## src/rtl/branch_resolve_unit_if.sv

```systemverilog
// Branch resolve bus: decode lookup, execute resolution, redirect and statistics.
// master: pipeline side (drives decode/execute branch info, consumes redirect).
// slave : branch_resolve_unit.
interface branch_resolve_unit_if #(
  parameter int XLEN   = 32,
  parameter int STAT_W = 16
);
  logic              dec_is_branch;
  logic [XLEN-1:0]   dec_pc;
  logic [XLEN-1:0]   dec_target;
  logic              dec_pred_taken;
  logic              ex_is_branch;
  logic [XLEN-1:0]   ex_pc;
  logic              ex_taken;
  logic [XLEN-1:0]   ex_target;
  logic              ex_pred_taken;
  logic              stat_clear;
  logic              branch_taken;
  logic              branch_mispredicted;
  logic              redirect_valid;
  logic [XLEN-1:0]   redirect_pc;
  logic [STAT_W-1:0] br_count;
  logic [STAT_W-1:0] mispred_count;

  modport master (
    output dec_is_branch, dec_pc, dec_target,
    output ex_is_branch, ex_pc, ex_taken, ex_target, ex_pred_taken, stat_clear,
    input  dec_pred_taken, branch_taken, branch_mispredicted,
    input  redirect_valid, redirect_pc, br_count, mispred_count
  );

  modport slave (
    input  dec_is_branch, dec_pc, dec_target,
    input  ex_is_branch, ex_pc, ex_taken, ex_target, ex_pred_taken, stat_clear,
    output dec_pred_taken, branch_taken, branch_mispredicted,
    output redirect_valid, redirect_pc, br_count, mispred_count
  );
endinterface

```

## src/rtl/branch_resolve_unit.sv

```systemverilog
// Branch resolve unit: 2-bit saturating-counter BHT lookup in decode, branch
// resolution and training in execute, redirect PC selection for fetch, and
// saturating branch/misprediction statistics.
// Ports:
//   clk   - rising-edge clock
//   reset - asynchronous active-low reset
//   bus   - branch_resolve_unit_if.slave (decode/execute inputs, stat_clear,
//           prediction, flush events, redirect and statistics outputs)
module branch_resolve_unit #(
  parameter int XLEN    = 32,
  parameter int INDEX_W = 4,
  parameter int STAT_W  = 16
) (
  input  logic                   clk,
  input  logic                   reset,
  branch_resolve_unit_if.slave   bus
);

  localparam int BHT_ENTRIES = 2 ** INDEX_W;

  function automatic logic [1:0] bht_train(input logic [1:0] c, input logic taken);
    logic [1:0] n;
    n = c;
    if (taken) begin
      if (c != 2'b11) n = c + 2'd1;
    end else begin
      if (c != 2'b00) n = c - 2'd1;
    end
    return n;
  endfunction

  function automatic logic [STAT_W-1:0] stat_inc(input logic [STAT_W-1:0] v);
    return (&v) ? v : v + STAT_W'(1);
  endfunction

  logic [1:0]         r_bht [BHT_ENTRIES];
  logic [STAT_W-1:0]  r_br_count;
  logic [STAT_W-1:0]  r_mispred_count;

  logic [INDEX_W-1:0] w_dec_idx;
  logic [INDEX_W-1:0] w_ex_idx;
  logic               w_pred;
  logic               w_mispred;
  logic               w_taken;
  logic [XLEN-1:0]    w_ex_fallthru;
  logic [XLEN-1:0]    w_redirect_pc;
  logic               w_unused_dec_pc;

  assign w_dec_idx       = bus.dec_pc[INDEX_W+1:2];
  assign w_ex_idx        = bus.ex_pc[INDEX_W+1:2];
  assign w_unused_dec_pc = &{1'b0, bus.dec_pc[XLEN-1:INDEX_W+2], bus.dec_pc[1:0]};

  // All combinational outputs are held at 0 while reset is low.
  assign w_pred        = reset & bus.dec_is_branch & r_bht[w_dec_idx][1];
  assign w_mispred     = reset & bus.ex_is_branch & (bus.ex_taken != bus.ex_pred_taken);
  // A mispredict squashes the younger decode instruction and its redirect.
  assign w_taken       = w_pred & ~w_mispred;
  assign w_ex_fallthru = bus.ex_pc + XLEN'(4);

  always_comb begin
    w_redirect_pc = '0;
    if (w_mispred)
      w_redirect_pc = bus.ex_taken ? bus.ex_target : w_ex_fallthru;
    else if (w_taken)
      w_redirect_pc = bus.dec_target;
  end

  assign bus.dec_pred_taken      = w_pred;
  assign bus.branch_taken        = w_taken;
  assign bus.branch_mispredicted = w_mispred;
  assign bus.redirect_valid      = w_taken | w_mispred;
  assign bus.redirect_pc         = w_redirect_pc;
  assign bus.br_count            = r_br_count;
  assign bus.mispred_count       = r_mispred_count;

  // BHT training; decode reads the pre-update value in the same cycle.
  always_ff @(posedge clk or negedge reset) begin
    if (!reset) begin
      for (int i = 0; i < BHT_ENTRIES; i++) r_bht[i] <= 2'b01;
    end else if (bus.ex_is_branch) begin
      r_bht[w_ex_idx] <= bht_train(r_bht[w_ex_idx], bus.ex_taken);
    end
  end

  // Statistics; clear wins over a same-cycle increment.
  always_ff @(posedge clk or negedge reset) begin
    if (!reset) begin
      r_br_count      <= '0;
      r_mispred_count <= '0;
    end else if (bus.stat_clear) begin
      r_br_count      <= '0;
      r_mispred_count <= '0;
    end else if (bus.ex_is_branch) begin
      r_br_count <= stat_inc(r_br_count);
      if (w_mispred) r_mispred_count <= stat_inc(r_mispred_count);
    end
  end

endmodule

```

## src/flat_wrapper.sv

```systemverilog
// flat-port wrapper written by rule: the top's interface ports become plain ports
module branch_resolve_unit_flat 
#(
  parameter int XLEN    = 32,
  parameter int INDEX_W = 4,
  parameter int STAT_W  = 16
)
  (clk, reset, bus_dec_is_branch, bus_dec_pc, bus_dec_target, bus_ex_is_branch, bus_ex_pc, bus_ex_taken, bus_ex_target, bus_ex_pred_taken, bus_stat_clear, bus_dec_pred_taken, bus_branch_taken, bus_branch_mispredicted, bus_redirect_valid, bus_redirect_pc, bus_br_count, bus_mispred_count);
  branch_resolve_unit_if #(.XLEN(XLEN), .STAT_W(STAT_W)) bus_i ();
  input  logic clk;
  input  logic reset;
  input wire logic [$bits(bus_i.dec_is_branch)-1:0] bus_dec_is_branch;
  input wire logic [$bits(bus_i.dec_pc)-1:0] bus_dec_pc;
  input wire logic [$bits(bus_i.dec_target)-1:0] bus_dec_target;
  input wire logic [$bits(bus_i.ex_is_branch)-1:0] bus_ex_is_branch;
  input wire logic [$bits(bus_i.ex_pc)-1:0] bus_ex_pc;
  input wire logic [$bits(bus_i.ex_taken)-1:0] bus_ex_taken;
  input wire logic [$bits(bus_i.ex_target)-1:0] bus_ex_target;
  input wire logic [$bits(bus_i.ex_pred_taken)-1:0] bus_ex_pred_taken;
  input wire logic [$bits(bus_i.stat_clear)-1:0] bus_stat_clear;
  output wire logic [$bits(bus_i.dec_pred_taken)-1:0] bus_dec_pred_taken;
  output wire logic [$bits(bus_i.branch_taken)-1:0] bus_branch_taken;
  output wire logic [$bits(bus_i.branch_mispredicted)-1:0] bus_branch_mispredicted;
  output wire logic [$bits(bus_i.redirect_valid)-1:0] bus_redirect_valid;
  output wire logic [$bits(bus_i.redirect_pc)-1:0] bus_redirect_pc;
  output wire logic [$bits(bus_i.br_count)-1:0] bus_br_count;
  output wire logic [$bits(bus_i.mispred_count)-1:0] bus_mispred_count;
  assign bus_i.dec_is_branch = bus_dec_is_branch;
  assign bus_i.dec_pc = bus_dec_pc;
  assign bus_i.dec_target = bus_dec_target;
  assign bus_i.ex_is_branch = bus_ex_is_branch;
  assign bus_i.ex_pc = bus_ex_pc;
  assign bus_i.ex_taken = bus_ex_taken;
  assign bus_i.ex_target = bus_ex_target;
  assign bus_i.ex_pred_taken = bus_ex_pred_taken;
  assign bus_i.stat_clear = bus_stat_clear;
  assign bus_dec_pred_taken = bus_i.dec_pred_taken;
  assign bus_branch_taken = bus_i.branch_taken;
  assign bus_branch_mispredicted = bus_i.branch_mispredicted;
  assign bus_redirect_valid = bus_i.redirect_valid;
  assign bus_redirect_pc = bus_i.redirect_pc;
  assign bus_br_count = bus_i.br_count;
  assign bus_mispred_count = bus_i.mispred_count;
  branch_resolve_unit #(.XLEN(XLEN), .INDEX_W(INDEX_W), .STAT_W(STAT_W)) u_core (.clk(clk), .reset(reset), .bus(bus_i));
endmodule
```

## config.mk

```make
export PLATFORM = sky130hd
export DESIGN_NAME = branch_resolve_unit_flat
export DESIGN_NICKNAME = d
export VERILOG_FILES = /design/src/rtl/branch_resolve_unit_if.sv /design/src/rtl/branch_resolve_unit.sv /design/src/flat_wrapper.sv
export SDC_FILE = /design/constraint.sdc
export NUM_CORES = 1
export LEC_CHECK = 0
export BUFFER_PORTS_ARGS = -buffer_cell sky130_fd_sc_hd__buf_2
export CORE_ASPECT_RATIO = 1.25
export CORE_MARGIN = 10
export CORE_UTILIZATION = 45
export CTS_CLUSTER_DIAMETER = 200
export DETAILED_ROUTE_END_ITERATION = 7
export PLACE_DENSITY_LB_ADDON = 0.08
export RECOVER_POWER = 50
export SYNTH_ARGS = -nofsm -noshare
export SYNTH_HDL_FRONTEND = slang
export SYNTH_SLANG_ARGS = --single-unit
```

## constraint.sdc

```tcl
create_clock -name clk -period 7.1 [get_ports clk]
set_clock_uncertainty 0.1 [all_clocks]
set_input_delay 1.065 -clock clk [delete_from_list [all_inputs] [get_ports clk]]
set_output_delay 1.065 -clock clk [all_outputs]
set_load 0.02 [all_outputs]
```

; ---- Word level (Yosys, flattened, before mapping)
; Index checks and enable logic that the tools add are counted.
[classes]
n_addsub = 5
n_eq_ne = 4
reduce_logical = 8
order_cmp = 3
bitwise_logic = 9
muxes = 23
[ops]
columns = cell, n
row1 = 16-bit 2-to-1 mux, 7
row2 = 32-bit 2-to-1 mux, 3
row3 = 16-bit by 1-bit adder with 16-bit output (second input constant), 2
row4 = 32-bit by 3-bit adder with 32-bit output (second input constant), 1
row5 = 32-bit bitwise mux, 1
row6 = 16-bit AND reduction, 2
row7 = 2-bit 2-to-1 mux, 9
row8 = 2-bit binary-select mux with 4-bit select, 2
row9 = 5-bit greater-or-equal comparator (second input constant), 2
row10 = 4-bit inverter with 5-bit output, 2
row11 = 2-bit demux with 4-bit select, 1
row12 = 2-bit != test (second input constant), 3
row13 = 2-bit nonzero test, 3
row14 = 1-bit AND, 5
row15 = 5-bit by 1-bit < comparator with 1-bit output (second input constant), 1
row16 = 3-bit AND reduction, 1
row17 = 2-bit by 1-bit adder with 2-bit output (second input constant), 1
row18 = 2-bit AND reduction, 1
row19 = 2-bit by 1-bit subtractor with 2-bit output (second input constant), 1
row20 = 1-bit logical AND, 1
row21 = 1-bit != test, 1
row22 = 1-bit inverter, 1
row23 = 1-bit bitwise OR, 1
[totals]
register_bits = 64
input_bits = 135
elab_cells = 70

; ---- Logic depth before layout (Yosys ltp)
; Gate-level depths: netlist of the first run.
[logic_depth]
ltp_word = 9
ltp_mapped = 9
depth_no_buf = 6

; ---- Worst setup path after synthesis of the first run
; OpenSTA, ideal clock, no wires.
[synth_timing]
path_kind = input-to-output
startpoint = in bus_ex_pc[2]
endpoint = out bus_redirect_pc[20]
required_ns = 5.935
slack_ns = 3.130
path_buffers = 1
cell_stages = 7
t_arrival_ns = 2.805
path_cell_list = ha_1 -> nand3_1 -> or4_2 -> clkbuf_1 -> or3_1 -> a31oi_1 -> a21o_1
[synth_between]
elab_chain_cells = 3
[synth_rtl]
columns = element, line_no
row1 = start: declaration, flat_wrapper.sv:16  ; input wire logic [$bits(bus_i.ex_pc)-1:0] bus_ex_pc;
row2 = 32-bit by 3-bit adder with 32-bit output, branch_resolve_unit.sv:58  ; assign w_ex_fallthru = bus.ex_pc + XLEN'(4);
row3 = 32-bit 2-to-1 mux, branch_resolve_unit.sv:63  ; w_redirect_pc = bus.ex_taken ? bus.ex_target : w_ex_fallthru;
row4 = 32-bit 2-to-1 mux, branch_resolve_unit.sv:62  ; if (w_mispred)
row5 = end: declaration, flat_wrapper.sv:25  ; output wire logic [$bits(bus_i.redirect_pc)-1:0] bus_redirect_pc;
; Every way passes these cells.

; ---- Final worst setup path of the first run
[layout_timing]
startpoint = in bus_ex_taken
endpoint = out bus_redirect_pc[29]
[layout_between]
elab_chain_cells = 6
elab_cells_between_ends = 7
[layout_rtl]
columns = element, line_no
row1 = start: declaration, flat_wrapper.sv:17  ; input wire logic [$bits(bus_i.ex_taken)-1:0] bus_ex_taken;
row2 = 1-bit != test, branch_resolve_unit.sv:55  ; assign w_mispred = reset & bus.ex_is_branch & (bus.ex_taken != bus.ex_pred_taken);
row3 = 1-bit AND, branch_resolve_unit.sv:55
row4 = 1-bit inverter, branch_resolve_unit.sv:57  ; assign w_taken = w_pred & ~w_mispred;
row5 = 1-bit AND, branch_resolve_unit.sv:57
row6 = 32-bit 2-to-1 mux, branch_resolve_unit.sv:64  ; else if (w_taken)
row7 = 32-bit 2-to-1 mux (*), branch_resolve_unit.sv:62
; Mark *: on every way between the ends. The rest lies on a longest branch, timed or not.

==> metrics.cfg, run 1 <==
[synth]
syn_area_sq_um = 4766
netlist_top_cells_area = dfrtp_1 25%, dfstp_2 8.8%, xor2_1 5.5%, o21ai_0 4.9%, mux4_2 4.7%
ys_ff_latch = 64
syn_nets = 693
synthFlopType = dfrtp_1
synth_edf_count = 0
async_flop_share = 1.000
synth.largest_area_cell = dfrtp_1
syn_area_per_cell_sq_um = 8.634
ys_warn_count = 0
synth_top_area_frac = 0.2520
syn_inst = 552
yosysSeqAreaShare = 0.3402
synth.distinct_cells = 50

[cts]
insertion_delay_ns = 0.33
cts_root_buf = clkbuf_16
cts_buffers = 9
cts_hold_buf = 0
tritoncts = done
clk_pin_slew_ns = 0.05
clock_sinks = 64
cts.path.max_buffers = 2
h-tree-depth = 3
post_cts.repair.setup_buffers = 0
cts_resized = 0

[timing]
fin_crit_ns = 4.902
fin_tns_setup_ns = 0
period_share = 0.6904
setup_viol = 0
fmax_mhz = 204.0
worst_pin_slew_ns = 1.158
relSlewSlack = 0.2215
hold_violations = 0
rsz0062_at_grt = false
slew_viol_final = 0

[global_route]
grt_pass1_wl_mm = 25.32
overflow = 0
grt_pass1_vias = 4691
antenna_found_initial = 0
grt_max_degree = 66
grt_usage = 0.2026

[power]
p_sw_mw = 0.3821
combPwrFrac = 0.250
p_clk_frac = 0.367
ir_drop_uv = 159.9
powerDensity_nw_per_um2 = 217.3
p_leak_nw = 2.703
p_int_mw = 0.9107
p_sw_frac = 0.2956
seq_power_share = 0.383

[drt]
drt_iter0_markers = 405
route.detailed.wl_per_inst_microns = 18.92
drtPass1Iterations = 5
post-route-drc-count = 0
drtAntennaViolNets = 0
routed_wl_mm = 15.86
avgViaCountPerCell = 5.728
num_vias = 4800

[placed_design]
post-dp-hpwl_mm = 12.05
io_buffers = 174
placed_area_sq_um = 5668
place_congestion = 0.8277

[worst_setup_path]
endpoint_kind = output pin
crit_chain = buf_2 > xnor2_1 > or2_2 > inv_1 > nor2_2 > buf_4 > a221o_1 > buf_2
path_max_fanout = 48
required_ns = 5.93
cp.arrival_ns = 3.74
startpoint_type = primary input
crit_type = in -> out
slowest_delay_ns = 0.64
cpMostUsedCell = buf_2
worstReg2RegEnd = u_core.bus.mispred_count[4]
crit_slowest_cell = buf_2
crit_family = buffers and inverters
r2r_slack_ns = 4.74
r2r_cells = 6
r2r_start = u_core.bus.mispred_count[0]
crit_buf_inv = 4

[finish]
fillers = 970
area_delta_synth_final_pct = 24.84
layout.nets = 845
drive_gt1_frac = 0.2906
final_area_sq_um = 5949
antennaDiodeCount = 0

[hold_path]
holdPathEnd = u_core.r_bht[6]
hp-start = u_core.r_bht[6]
hold_class = reg -> reg
holdPathStages = 2

[job]
drv_cap = 0

[die]
fp.dieH_microns = 135.1
start_util = 0.4668
io_pins = 203
die_area_sq_um = 15130
core_sq_um = 10210
rows = 41
die_w_microns = 112.0

[outcome]
run_status = finished, final reports clean

power groups by stage:
stage	sequential, mW	clock [mW]	combinational, mW
after floorplan	0.485	0	0.220
after global placement	0.495	0	0.316
after detailed placement	0.499	0	0.323
after CTS	0.494	0.484	0.326
after global routing	0.502	0.503	0.357
final	0.495	0.475	0.323
worst max path at each step:
stage	startpoint	end	slack (ns)	cells past startpoint
2_1_floorplan	bus_ex_pc[2]	bus_redirect_pc[20]	3.13	7
6_report	bus_ex_taken	bus_redirect_pc[29]	2.20	8
5_1_grt	bus_ex_taken	bus_redirect_pc[29]	2.03	8
3_5_place_dp	bus_ex_taken	bus_redirect_pc[29]	2.22	8
4_1_cts	bus_ex_taken	bus_redirect_pc[29]	2.20	8
3_3_place_gp	bus_ex_taken	bus_redirect_pc[28]	2.27	8
worst min-delay path, delay by kind of cell (launching register included):
family	cells	cell delay, ns
flip-flops	1	0.36
multiplexers	1	0.05
buffers and inverters	1	0.04
cell usage after synthesis, types with 7 or more instances:
library cell / number
and4_1: 7
xor2_1: 30
mux4_2: 10
nor2b_1: 7
o211ai_1: 8
nand3_1: 30
a21oi_1: 19
inv_1: 20
and3_1: 13
dfrtp_1: 48
xnor2_1: 11
a31o_2: 7
a22o_1: 13
clkbuf_1: 23
nand4_1: 23
nor2_1: 52
o21a_1: 7
dfstp_2: 16
nor3_1: 18
o2bb2ai_1: 14
mux2i_1: 12
nand2_1: 52
o21ai_0: 47
sequential cells by signal (all words and copies together) (netlist names):
name,cells
u_core.r_bht,32
u_core.bus.br_count,16
u_core.bus.mispred_count,16
metal layers:
metal	track usage	wire length [microns]
met4	0.05226	195
met3	0.06117	1251
met2	0.3411	7711
met5	0	0
met1	0.2464	6701
cell families after synthesis:
logic type | after synthesis | share of synthesized area
compound gates | 132 | 0.1835
xor+xnor | 41 | 0.07535
fa+ha+maj | 8 | 0.01995
buf+inv | 56 | 0.04962
flops | 64 | 0.3402
mux | 26 | 0.09137
simple gates | 225 | 0.2400
final cells by class:
class	instances	area (sq um)	area share
Clock buffer	12	246.5	0.04143
Sequential cell	64	1622	0.2726
Timing Repair Buffer	177	858.3	0.1443
Tap cell	129	161.4	0.02713
Multi-Input combinational cell	432	2917	0.4902
Inverter	20	75.07	0.01262
Clock inverter	4	70.07	0.01178
stage by stage:
stage | worst slack, ns | hold WS [ns] | utilization | power, mW | instances
floorplan | 3.130 | 0.3423 | - | 0.7056 | 552
global placement | 2.268 | 0.3546 | 0.5552 | 0.8105 | 822
detailed placement | 2.223 | 0.3533 | 0.5552 | 0.8219 | 822
CTS | 2.196 | 0.3651 | 0.5862 | 1.304 | 838
global route | 2.028 | 0.3836 | 0.5828 | 1.363 | 838
finish | 2.198 | 0.3638 | 0.5828 | 1.293 | 838
layout by cell type, fill, tap and decap left out, types with 4 or more instances in the layout:
cell,Yosys,routed
clkbuf_16,0,9
xor2_1,30,30
and2_1,4,4
ha_1,6,6
nor2b_1,7,7
o2bb2ai_1,14,14
o211ai_1,8,8
nor2_1,52,51
dfstp_2,16,16
xnor2_1,11,11
inv_1,20,20
and3_1,13,13
nand2_1,52,52
nand4_1,23,23
a31oi_1,5,5
nor3_1,18,18
a22o_1,13,13
o21a_1,7,7
a21oi_1,19,19
a31o_2,7,7
dfrtp_1,48,48
clkbuf_1,23,30
o21ai_0,47,47
mux4_2,10,10
and4_1,7,7
nor4_1,6,5
buf_2,6,146
mux2i_1,12,12
nand3_1,30,30
No activity file was read; power rests on OpenSTA's default activity.
==> run 2: changes to the inputs <==
==> constraint.sdc (replaced) <==
create_clock -name clk -period 4.7 [get_ports clk]
set_clock_uncertainty 0.1 [all_clocks]
set_input_delay 0.705 -clock clk [delete_from_list [all_inputs] [get_ports clk]]
set_output_delay 0.705 -clock clk [all_outputs]
set_load 0.02 [all_outputs]
==> metrics.cfg, run 2 (same netlist as run 1, synthesis figures left out) <==
[timing]
fmax_mhz = 267.8
holdWs_ns = 0.3713  ; +0.007520 ns
hold_violations = 0  ; unchanged
rsz0062_at_grt = false
relSlewSlack = 0.4347  ; +0.2132
period_share = 0.7946
setup_viol = 0  ; unchanged
fin_crit_ns = 3.735
fin_tns_setup_ns = 0  ; unchanged
slew_viol_final = 0  ; unchanged
worst_pin_slew_ns = 0.8403  ; -0.3179 ns

[placed_design]
placed_cells = 827  ; +0.61%
place_congestion = 0.8361  ; +1.0%
io_buffers = 174  ; unchanged
post-dp-hpwl_mm = 12.34  ; +2.4%

[die]
fp.dieH_microns = 135.1  ; unchanged
die_area_sq_um = 15130  ; unchanged
io_pins = 203  ; unchanged
start_util = 0.4668  ; unchanged
die_w_microns = 112.0  ; unchanged
rows = 41  ; unchanged
core_sq_um = 10210  ; unchanged

[worst_setup_path]
r2r_cells = 5  ; -1
cp.arrival_ns = 2.93  ; -0.81 ns
path_max_fanout = 18  ; -63%
crit_slowest_cell = nor2_2
startpoint_type = primary input
endpoint_kind = output pin
worstReg2RegEnd = u_core.bus.mispred_count[15]
crit_chain = buf_2 > mux4_2 > mux4_2 > nand3_1 > nor2_2 > buf_4 > o2bb2ai_1 > buf_2
crit_family = simple AND/OR/NAND/NOR gates
critical_path_depth = 8  ; unchanged
crit_type = in -> out
crit_buf_inv = 3  ; -1
required_ns = 3.89  ; -2.04 ns
r2r_start = u_core.bus.mispred_count[2]
slowest_delay_ns = 0.64  ; about the same
r2r_slack_ns = 2.32  ; -2.42 ns

[drt]
drt_iter0_markers = 435  ; +7.4%
post-route-drc-count = 0  ; unchanged
routed_wl_mm = 16.00  ; +0.87%
num_vias = 4824  ; +0.50%
avgViaCountPerCell = 5.722  ; about the same
drtPass1Iterations = 5  ; unchanged
route.detailed.wl_per_inst_microns = 18.98  ; +0.27%
drtAntennaViolNets = 0  ; unchanged

[power]
power.total_mw = 1.907  ; +47%
p_leak_nw = 2.701  ; about the same
powerDensity_nw_per_um2 = 319.6  ; +47%
ir_drop_uv = 227.1  ; +42%

[global_route]
grt_max_degree = 65  ; -1.5%
overflow = 0  ; unchanged
antenna_found_initial = 0  ; unchanged
grt_pass1_vias = 4727  ; +0.77%
grt_pass1_wl_mm = 25.35  ; +0.11%
grt_usage = 0.2022  ; -0.0003717

[hold_path]
holdPathEnd = u_core.r_bht[4]
hold_class = reg -> reg
holdPathStages = 2  ; unchanged
hp-start = u_core.r_bht[4]

[finish]
largest_reg_flops = 32  ; unchanged
layout_common_cells = 142 x buf_2, 52 x nand2_1, 51 x nor2_1
final_common_cell = buf_2
drive_gt1_frac = 0.2899  ; -0.0006341
area_delta_synth_final_pct = 25.18
largest-register = u_core.r_bht
layout.cells.non_filler = 843  ; +0.60%
layout.nets = 850  ; +0.59%
utilization = 0.5844  ; +0.001593
antennaDiodeCount = 0  ; unchanged

[cts]
post_cts.repair.setup_buffers = 0  ; unchanged
cts.path.max_buffers = 2  ; unchanged
tritoncts = done
insertion_delay_ns = 0.33  ; about the same
h-tree-depth = 3  ; unchanged
cts_hold_buf = 0  ; unchanged
clk_pin_slew_ns = 0.05  ; about the same
cts_buffers = 9  ; unchanged
clock_sinks = 64  ; unchanged
cts_root_buf = clkbuf_16
cts_resized = 0  ; unchanged

[job]
drv_cap = 0  ; unchanged

[outcome]
run_status = finished, final reports clean

-- run 2: cell count changes in the layout (fill, tap and decap cells not counted), sizes merged --
cell    change
bufinv      -1
buf         +1
clkbuf      +5
-- run 2: final cells by class --
| type | instances | area, sq um |
|---|---|---|
| Fill cell | 985 | 4243 |
| Multi-Input combinational cell | 432 | 2917 |
| Sequential cell | 64 | 1622 |
| Timing Repair Buffer | 182 | 890.9 |
| Clock buffer | 13 | 260.3 |
| Tap cell | 129 | 161.4 |
| Inverter | 20 | 75.07 |
| Clock inverter | 3 | 40.04 |
-- run 2: through the flow --
stage	setup WS (ns)	area, sq um
after CTS	0.9364	6006
after detailed placement	0.9289	5705
after global placement	1.010	5705
final	0.9653	5966
after floorplan	1.450	4766
after global routing	0.7726	5966
-- run 2: worst max path at each step --
stage                              from                   to  slack [ns]
final                     bus_dec_pc[2]  bus_redirect_pc[25]        0.97
after global routing      bus_dec_pc[2]  bus_redirect_pc[13]        0.77
after CTS                 bus_dec_pc[2]  bus_redirect_pc[25]        0.94
after detailed placement  bus_dec_pc[2]  bus_redirect_pc[25]        0.93
after global placement    bus_dec_pc[2]  bus_redirect_pc[25]        1.01
after floorplan            bus_ex_pc[2]  bus_redirect_pc[20]        1.45
-- run 2: power by group --
part           switching [mW]  internal, mW
sequential             0.0657         0.682
combinational           0.272         0.219
clock                   0.230         0.438
-- run 2: metal layers --
| layer | global-route usage | vias to the layer above | routed length [microns] |
|---|---|---|---|
| li1 | - | 2333 | - |
| met1 | 0.2458 | 2306 | 6778 |
| met4 | 0.05720 | 0 | 211 |
| met5 | 0 | - | 0 |
| met2 | 0.3440 | 171 | 7808 |
| met3 | 0.05319 | 14 | 1199 |
-- run 2: worst reg2reg max path, cell delays in order (launching register included) --
cell	delay (ns)
dfrtp_1	0.45
nand3_1	0.15
nor4_1	0.72
o21ai_0	0.33
or3_1	0.42
a21oi_1	0.15
